<file path="config.mk">
export PLATFORM = sky130hd
export DESIGN_NAME = menu_seq_ctrl
export DESIGN_NICKNAME = d
export VERILOG_FILES = /design/src/rtl/menu_seq_ctrl.sv
export SDC_FILE = /design/constraint.sdc
export NUM_CORES = 1
export LEC_CHECK = 0
export ABC_AREA = 1
export BUFFER_PORTS_ARGS = -buffer_cell sky130_fd_sc_hd__buf_2
export CAP_MARGIN = 20
export CELL_PAD_IN_SITES_DETAIL_PLACEMENT = 1
export CELL_PAD_IN_SITES_GLOBAL_PLACEMENT = 2
export CORE_ASPECT_RATIO = 0.7
export CORE_MARGIN = 4
export CORE_UTILIZATION = 31
export CTS_CLUSTER_SIZE = 20
export DETAILED_ROUTE_END_ITERATION = 6
export PLACE_DENSITY_LB_ADDON = 0.1
export SKIP_LAST_GASP = 1
export SLEW_MARGIN = 20
export SYNTH_ARGS = -nofsm -noshare
export SYNTH_HDL_FRONTEND = slang
export SYNTH_SLANG_ARGS = --single-unit
</file>
<file path="constraint.sdc">
create_clock -name clk -period 2.1 [get_ports clk]
set_input_delay 0.21 -clock clk [delete_from_list [all_inputs] [get_ports clk]]
set_output_delay 0.21 -clock clk [all_outputs]
set_load 0.02 [all_outputs]
</file>
<file path="src/rtl/menu_seq_ctrl.sv">
// Display-mode sequencer: debounced select button, timed auto-rotate and a
// finish detector that homes the display to the time mode.
module menu_seq_ctrl #(
  parameter int DEB_CYCLES   = 1000000,
  parameter int AUTO_CYCLES  = 200000000,
  parameter int FINISH_LINES = 11
) (
  input  logic        clk,
  input  logic        rst_n,
  input  logic        btn_select,
  input  logic        auto_en,
  input  logic [31:0] lin,
  output logic [2:0]  mode,
  output logic        mode_change,
  output logic        auto_active,
  output logic        finished
);

  localparam int DEB_W   = $clog2(DEB_CYCLES);
  localparam int DWELL_W = $clog2(AUTO_CYCLES);
  localparam logic [DEB_W-1:0]   DEB_LAST   = DEB_W'(DEB_CYCLES - 1);
  localparam logic [DWELL_W-1:0] DWELL_LAST = DWELL_W'(AUTO_CYCLES - 1);
  localparam logic [31:0]        FIN_LIMIT  = 32'(FINISH_LINES);
  localparam logic [0:0]         MANUAL     = 1'b0;
  localparam logic [0:0]         AUTO       = 1'b1;
  localparam logic [2:0]         MODE_TIME  = 3'b001;

  logic               sync_q1;
  logic               sync_q2;
  logic               accepted;
  logic [DEB_W-1:0]   deb_cnt;
  logic               press;
  logic               fin_prev;
  logic               fin_rise;
  logic [0:0]         state;
  logic [0:0]         state_nxt;
  logic [DWELL_W-1:0] dwell;
  logic [DWELL_W-1:0] dwell_nxt;
  logic               advance;
  logic               force_home;

  // Left rotation of the one-hot mode; any illegal pattern recovers to time mode.
  function automatic logic [2:0] rotate_mode(input logic [2:0] cur);
    logic [2:0] nxt;
    case (cur)
      3'b001:  nxt = 3'b010;
      3'b010:  nxt = 3'b100;
      3'b100:  nxt = 3'b001;
      default: nxt = MODE_TIME;
    endcase
    return nxt;
  endfunction

  // Two-flop synchronizer for the asynchronous button.
  always_ff @(posedge clk) begin
    if (!rst_n) begin
      sync_q1 <= 1'b0;
      sync_q2 <= 1'b0;
    end else begin
      sync_q1 <= btn_select;
      sync_q2 <= sync_q1;
    end
  end

  // Debouncer; press fires in the same cycle the accepted level rises.
  always_ff @(posedge clk) begin
    if (!rst_n) begin
      deb_cnt  <= '0;
      accepted <= 1'b0;
      press    <= 1'b0;
    end else begin
      press <= 1'b0;
      if (sync_q2 != accepted) begin
        if (deb_cnt == DEB_LAST) begin
          accepted <= sync_q2;
          deb_cnt  <= '0;
          press    <= sync_q2;
        end else begin
          deb_cnt <= deb_cnt + DEB_W'(1);
        end
      end else begin
        deb_cnt <= '0;
      end
    end
  end

  // Finish flag and its delayed copy for edge detection.
  always_ff @(posedge clk) begin
    if (!rst_n) begin
      finished <= 1'b0;
      fin_prev <= 1'b0;
    end else begin
      finished <= (lin >= FIN_LIMIT);
      fin_prev <= finished;
    end
  end

  assign fin_rise = finished & ~fin_prev;

  // Next-state logic; finish homing overrides any press or dwell tick.
  always_comb begin
    state_nxt  = state;
    dwell_nxt  = dwell;
    advance    = 1'b0;
    force_home = 1'b0;
    if (fin_rise) begin
      force_home = 1'b1;
      state_nxt  = MANUAL;
      dwell_nxt  = '0;
    end else begin
      case (state)
        MANUAL: begin
          advance   = press;
          dwell_nxt = '0;
          if (auto_en) begin
            state_nxt = AUTO;
          end else begin
            state_nxt = MANUAL;
          end
        end
        AUTO: begin
          if (press) begin
            advance   = 1'b1;
            state_nxt = MANUAL;
            dwell_nxt = '0;
          end else if (!auto_en) begin
            state_nxt = MANUAL;
            dwell_nxt = '0;
          end else if (dwell == DWELL_LAST) begin
            advance   = 1'b1;
            dwell_nxt = '0;
          end else begin
            dwell_nxt = dwell + DWELL_W'(1);
          end
        end
        default: begin
          state_nxt = MANUAL;
          dwell_nxt = '0;
        end
      endcase
    end
  end

  // State, dwell counter and registered outputs.
  always_ff @(posedge clk) begin
    if (!rst_n) begin
      state       <= MANUAL;
      dwell       <= '0;
      mode        <= MODE_TIME;
      mode_change <= 1'b0;
      auto_active <= 1'b0;
    end else begin
      state       <= state_nxt;
      dwell       <= dwell_nxt;
      auto_active <= (state_nxt == AUTO);
      mode_change <= advance | force_home;
      if (force_home) begin
        mode <= MODE_TIME;
      end else if (advance) begin
        mode <= rotate_mode(mode);
      end else begin
        mode <= mode;
      end
    end
  end

endmodule
</file>
==> results.sh, run 1 <==
export IMPL_status="complete, no violations"
export IMPL_final_cells=609
export IMPL_gp_congestion=0.796
export IMPL_switching_share_pct=21.2
export IMPL_powerDensity_mw_per_mm2=743
export IMPL_insertion_delay_ns=0.33
export IMPL_tns_ns=0
export IMPL_maxSlewHeadroom_pct=68.7
export IMPL_synth_top_family_by_area="simple AND/OR/NAND/NOR gates"
export IMPL_setup_viol=0
export IMPL_detail_route_wl_per_cell_um=14.0
export IMPL_fin_total_pwr_mw=2.67
export IMPL_end_kind="flip-flop"
export IMPL_yosys_area_top_type="dfxtp_1"
export IMPL_p_sw_mw=0.566
export IMPL_hold_violations=0
export IMPL_clockBufferDepth=2
export IMPL_synth_xor_area_share_pct=5.02
export IMPL_routed_wl_um=8550
export IMPL_overflow=0
export IMPL_tightestPinTransition_ns=0.469
export IMPL_p_seq_share_pct=42.4
export IMPL_cts_buffers=9
export IMPL_clock_skew_final_ns=0.00490
export IMPL_grt_pass1_vias=2909
export IMPL_slew_violations=0
export IMPL_cts_tree="built"
export IMPL_dr_first_iter_drc_count=148
export IMPL_synthMuxAreaShare_pct=0
export IMPL_r2r_worst_path_cells=8
export IMPL_h_tree_depth=3
export IMPL_initial_core_util_pct=32.3
export IMPL_vias=2897
export IMPL_period_minus_slack_ns=1.82
export IMPL_cts_hold_buf=0
export IMPL_chipWidth_um=125
export IMPL_via_per_inst=4.76
export IMPL_ys_seq_elements=59
export IMPL_arrival_ns=2.02
export IMPL_layout_drive_gt1_share_pct=15.7
export IMPL_period_share_pct=86.7
export IMPL_detailed_place_hpwl_um=6780
export IMPL_worst_setup_hold_path_clk_slew_ns=0.05
export IMPL_p_leak_nw=1.27
export IMPL_syn_nets=470
export IMPL_cts_setup_buffers=0
export IMPL_combPwrFrac_pct=2.4
export IMPL_ant_nets=0
export IMPL_yosys_warnings=0
export IMPL_synth_area_mm2=0.00297
export IMPL_syn_inst=432
export IMPL_die_height_um=89.8
export IMPL_grt_max_degree=29
export IMPL_rsz0062_at_grt="false"
export IMPL_synth_compound_area_share_pct=5.36
export IMPL_first_pass_iters=4
export IMPL_antenna_found_initial=0
export IMPL_cap_violations=0
export IMPL_dieArea_mm2=0.0112
export IMPL_hold_depth=3
export IMPL_core_area_mm2=0.00918
export IMPL_final_common_cell="nand2_1"
export IMPL_synthDistinctLibCells=30
export IMPL_area_growth_pct=21.1
export IMPL_startpoint_type="flip-flop"
export IMPL_rows=29
export IMPL_ys_seq_area_share_pct=39.8
export IMPL_critPathKind="flip-flop to flip-flop"
export IMPL_root_buffer="clkbuf_16"
export IMPL_place_ws_ns=0.254
export IMPL_fmax_ghz=0.549
export IMPL_holdWs_ns=0.0574
export IMPL_finalWorstSetupSlack_ns=0.280
export IMPL_grtUsageTotal_pct=16.2
export IMPL_drc_errors=0
export IMPL_p_int_mw=2.10
export IMPL_io_pins=42
export IMPL_netlist_area_leader_share_pct=39.8
export IMPL_grt_pass1_wl_um=14700
export IMPL_post_synth_cell_area_avg_um2=6.87
export IMPL_post_place_cells=593
export IMPL_yosys_top_cells_area="dfxtp_1, nand2_1, nor2_1, inv_1, a21oi_1"
export IMPL_port_buffers=41
export IMPL_cts_sinks=59
export IMPL_pwr_share_clk_pct=55.2
export IMPL_final_nets=518
export IMPL_hp_class="input pin to flip-flop"
export IMPL_cts_resized=0
export IMPL_crit_required_ns=2.30
export IMPL_diodes=0
export IMPL_synth_fa_ha_area_share_pct=0.844
export IMPL_synth_simple_area_share_pct=40.9
export IMPL_cp_max_fo=28
export IMPL_ir_drop_uv=324
export IMPL_layout_common_cells="nand2_1, nor2_1, dfxtp_1"
routing by layer:
| layer | share of wire, % | vias up | wire (um) | track usage [%] |
|---|---|---|---|---|
| met1 | 57 | 1333 | 4860 | 25.4 |
| li1 | - | 1487 | - | - |
| met2 | 35 | 65 | 3000 | 20.4 |
| met5 | 0 | - | 0 | 0 |
| met3 | 6.6 | 12 | 565 | 5.27 |
| met4 | 1.4 | 0 | 119 | 5.14 |
final cells by class:
| cell class | count | area [um2] |
|---|---|---|
| fillers | 1194 | 5590 |
| clock buffers | 11 | 243 |
| repair buffers | 43 | 220 |
| clock inverters | 5 | 52.6 |
| multi-input cells | 315 | 1550 |
| flip-flops and latches | 59 | 1180 |
| inverters | 52 | 195 |
| well taps | 124 | 155 |
cells in the mapped netlist:
cell	n
o21ai_0	5
nand4_4	1
nor3_2	1
nor2_2	7
nand3b_1	3
nor3b_1	2
a31oi_1	3
nor3_1	18
xor2_1	10
buf_6	2
inv_2	2
buf_2	3
and2_1	1
nor3b_2	1
xnor2_1	7
dfxtp_1	59
or2_2	1
nor2_4	1
nand4_1	17
inv_1	50
or2_0	2
nor2_1	71
nand2_2	1
ha_1	2
a21oi_1	23
nor4_1	7
nand2_1	106
buf_4	1
nand3_2	3
nand3_1	22
flip-flops by register name, summed over array words and instances (netlist names):
name / cells
dwell: 28
mode: 3
deb_cnt: 20
press: 1
accepted: 1
fin_prev: 1
state: 1
finished: 1
sync_q1: 1
sync_q2: 1
mode_change: 1
final timing paths:
check / start / endpoint / slack (ns)
max: dwell[0] / dwell[20] / 0.28
min: btn_select / sync_q1 / 0.06
max reg2reg: dwell[0] / dwell[20] / 0.28
min reg2reg: sync_q1 / sync_q2 / 0.41
metrics by stage:
stage | utilization (%) | instance area, um2
finish | 39.1 | 3590
global route | 39.1 | 3590
CTS | 39.1 | 3590
floorplan | - | 2970
detailed placement | 35.9 | 3300
global placement | 35.9 | 3300
cell families (layout without fill, tap and decap cells):
kind of cell / after synthesis / count (layout)
AND/OR/NAND/NOR: 265 / 265
buffers and inverters: 58 / 111
XOR/XNOR: 17 / 17
adder cells (fa/ha/maj): 2 / 2
flip-flops: 59 / 59
AO/OA/AOI/OAI: 31 / 31
power by group through the flow:
stage | Sequential, mW | Clock (mW) | Combinational [mW]
floorplan | 1.16 | 0 | 0.0226
global placement | 1.15 | 0 | 0.0656
detailed placement | 1.15 | 0 | 0.0668
CTS | 1.13 | 1.51 | 0.0669
global route | 1.13 | 1.58 | 0.0748
finish | 1.13 | 1.47 | 0.0652
critical path, stage by stage (launching register included):
cell and delay [ns]:
dfxtp_1 0.38, ha_1 0.35, nand3_2 0.14, inv_2 0.11, nand2_2 0.09, nor2_2 0.11, nand2_1 0.10, nand4_4 0.30
nor2_1 0.11
Note: power is estimated with default switching activity, not from simulation.
==> inputs of run 2 (changes only) <==
--- a/config.mk
+++ b/config.mk
@@ -12,7 +12,8 @@
 export CELL_PAD_IN_SITES_GLOBAL_PLACEMENT = 2
 export CORE_ASPECT_RATIO = 0.7
 export CORE_MARGIN = 4
-export CORE_UTILIZATION = 31
+export CORE_UTILIZATION = 33
+export CTS_BUF_LIST = sky130_fd_sc_hd__clkbuf_2 sky130_fd_sc_hd__clkbuf_4 sky130_fd_sc_hd__clkbuf_8
 export CTS_CLUSTER_SIZE = 20
 export DETAILED_ROUTE_END_ITERATION = 6
 export PLACE_DENSITY_LB_ADDON = 0.1
==> run 2 against run 1 <==
  * Combinational power increased by 0.6%
  * Register-to-register slack about the same
  * Critical path depth unchanged
  * First-iteration DRC count decreased by 21%
  * Global-route usage increased by 0.98 points
  * Power decreased by 15%
  * Worst hold slack improved by 0.0013 ns
  * Non-clock buffer count increased by 1
  * Sequential cell count unchanged
==> results.sh, run 2 (same netlist as run 1, synthesis figures left out) <==
export IMPL_status="complete, no violations"
export IMPL_dr_first_iter_drc_count=117
export IMPL_hp_class="input pin to flip-flop"
export IMPL_ant_nets=0
export IMPL_detailed_place_hpwl_um=6700
export IMPL_period_share_pct=87.1
export IMPL_grtUsageTotal_pct=17.2
export IMPL_gp_congestion=0.817
export IMPL_startpoint_type="flip-flop"
export IMPL_rows=28
export IMPL_overflow=0
export IMPL_place_ws_ns=0.276
export IMPL_grt_pass1_vias=2919
export IMPL_tightestPinTransition_ns=0.463
export IMPL_via_per_inst=4.72
export IMPL_routed_wl_um=8410
export IMPL_initial_core_util_pct=34.4
export IMPL_final_common_cell="nand2_1"
export IMPL_use_met1_pct=26.6
export IMPL_slew_violations=0
export IMPL_largest_register_ffs=28
export IMPL_die_height_um=87.3
export IMPL_chipWidth_um=121
export IMPL_cts_sinks=59
export IMPL_clock_skew_final_ns=0.00622
export IMPL_utilization_pct=40.6
export IMPL_rsz0062_at_grt="false"
export IMPL_arrival_ns=2.08
export IMPL_port_buffers=41
export IMPL_maxSlewHeadroom_pct=69.1
export IMPL_setup_viol=0
export IMPL_grt_max_degree=29
export IMPL_period_minus_slack_ns=1.83
export IMPL_post_place_cells=590
export IMPL_largestRegisters="dwell: 28 flops, deb_cnt: 20 flops, mode: 3 flops"
export IMPL_root_buffer="clkbuf_8"
export IMPL_use_met2_pct=22.7
export IMPL_io_pins=42
export IMPL_finalWorstSetupSlack_ns=0.271
export IMPL_diodes=0
export IMPL_insertion_delay_ns=0.34
export IMPL_fmax_ghz=0.547
export IMPL_end_kind="flip-flop"
export IMPL_layout_drive_gt1_share_pct=15.9
export IMPL_cts_tree="built"
export IMPL_cts_resized=0
export IMPL_drc_errors=0
export IMPL_clockBufferDepth=2
export IMPL_powerDensity_mw_per_mm2=648
export IMPL_first_pass_iters=4
export IMPL_dieArea_mm2=0.0106
export IMPL_critPathKind="flip-flop to flip-flop"
export IMPL_core_area_mm2=0.00862
export IMPL_cts_hold_buf=0
export IMPL_hold_violations=0
export IMPL_ir_drop_uv=346
export IMPL_tns_ns=0
export IMPL_detail_route_wl_per_cell_um=13.9
export IMPL_cp_max_fo=28
export IMPL_final_nets=519
export IMPL_worst_setup_hold_path_clk_slew_ns=0.07
export IMPL_h_tree_depth=3
export IMPL_max_flop_register="dwell"
export IMPL_top_usage_layer="met1"
export IMPL_cap_violations=0
export IMPL_grt_pass1_wl_um=14300
export IMPL_antenna_found_initial=0
export IMPL_layout_common_cells="nand2_1, nor2_1, dfxtp_1"
export IMPL_grt_util_met3_pct=4.94
export IMPL_area_growth_pct=18.0
export IMPL_vias=2853
export IMPL_cts_setup_buffers=0
export IMPL_final_cells=605
export IMPL_cts_buffers=9
export IMPL_crit_required_ns=2.35
export IMPL_p_leak_nw=1.23
-- run 2: layer usage --
metal / up-vias / routed length (um)
li1: 1480 / -
met1: 1308 / 4760
met2: 56 / 3050
met3: 9 / 508
met4: 0 / 89
met5: - / 0
-- run 2: report_power, final --
part | switching (mW) | internal (mW) | total, mW
registers | 0.00366 | 1.13 | 1.13
logic | 0.0332 | 0.0324 | 0.0656
clock network | 0.443 | 0.631 | 1.07
total | 0.479 | 1.79 | 2.27
-- run 2: worst paths after layout --
check / startpoint / end / slack, ns / cells past startpoint
max reg2reg: dwell[0] / dwell[7] / 0.27 / 8
max: dwell[0] / dwell[7] / 0.27 / 8
min reg2reg: sync_q1 / sync_q2 / 0.42 / 2
min: btn_select / sync_q1 / 0.06 / 3
-- run 2: through the flow --
step	cell area (um2)	power, mW	hold slack, ns
final	3500	2.27	0.0588
after detailed placement	3300	1.22	0.404
after CTS	3500	2.31	0.0351
after global placement	3300	1.22	0.392
after floorplan	2970	1.18	0.303
after global routing	3500	2.37	0.0452
-- run 2: cell type report --
type | count | area (um2)
multi-input combinational | 315 | 1550
inverter | 52 | 195
timing repair buffer | 44 | 228
tap | 120 | 150
clock buffer | 13 | 166
sequential | 59 | 1180
clock inverter | 2 | 35.0
fill | 1143 | 5120
-- run 2: critical path: stages, from the launching register on --
cell	delay (ns)
dfxtp_1	0.34
ha_1	0.31
nand3_2	0.13
inv_2	0.06
nand2_2	0.11
nor2_2	0.05
nand2_1	0.10
nand4_4	0.37
a21oi_1	0.28
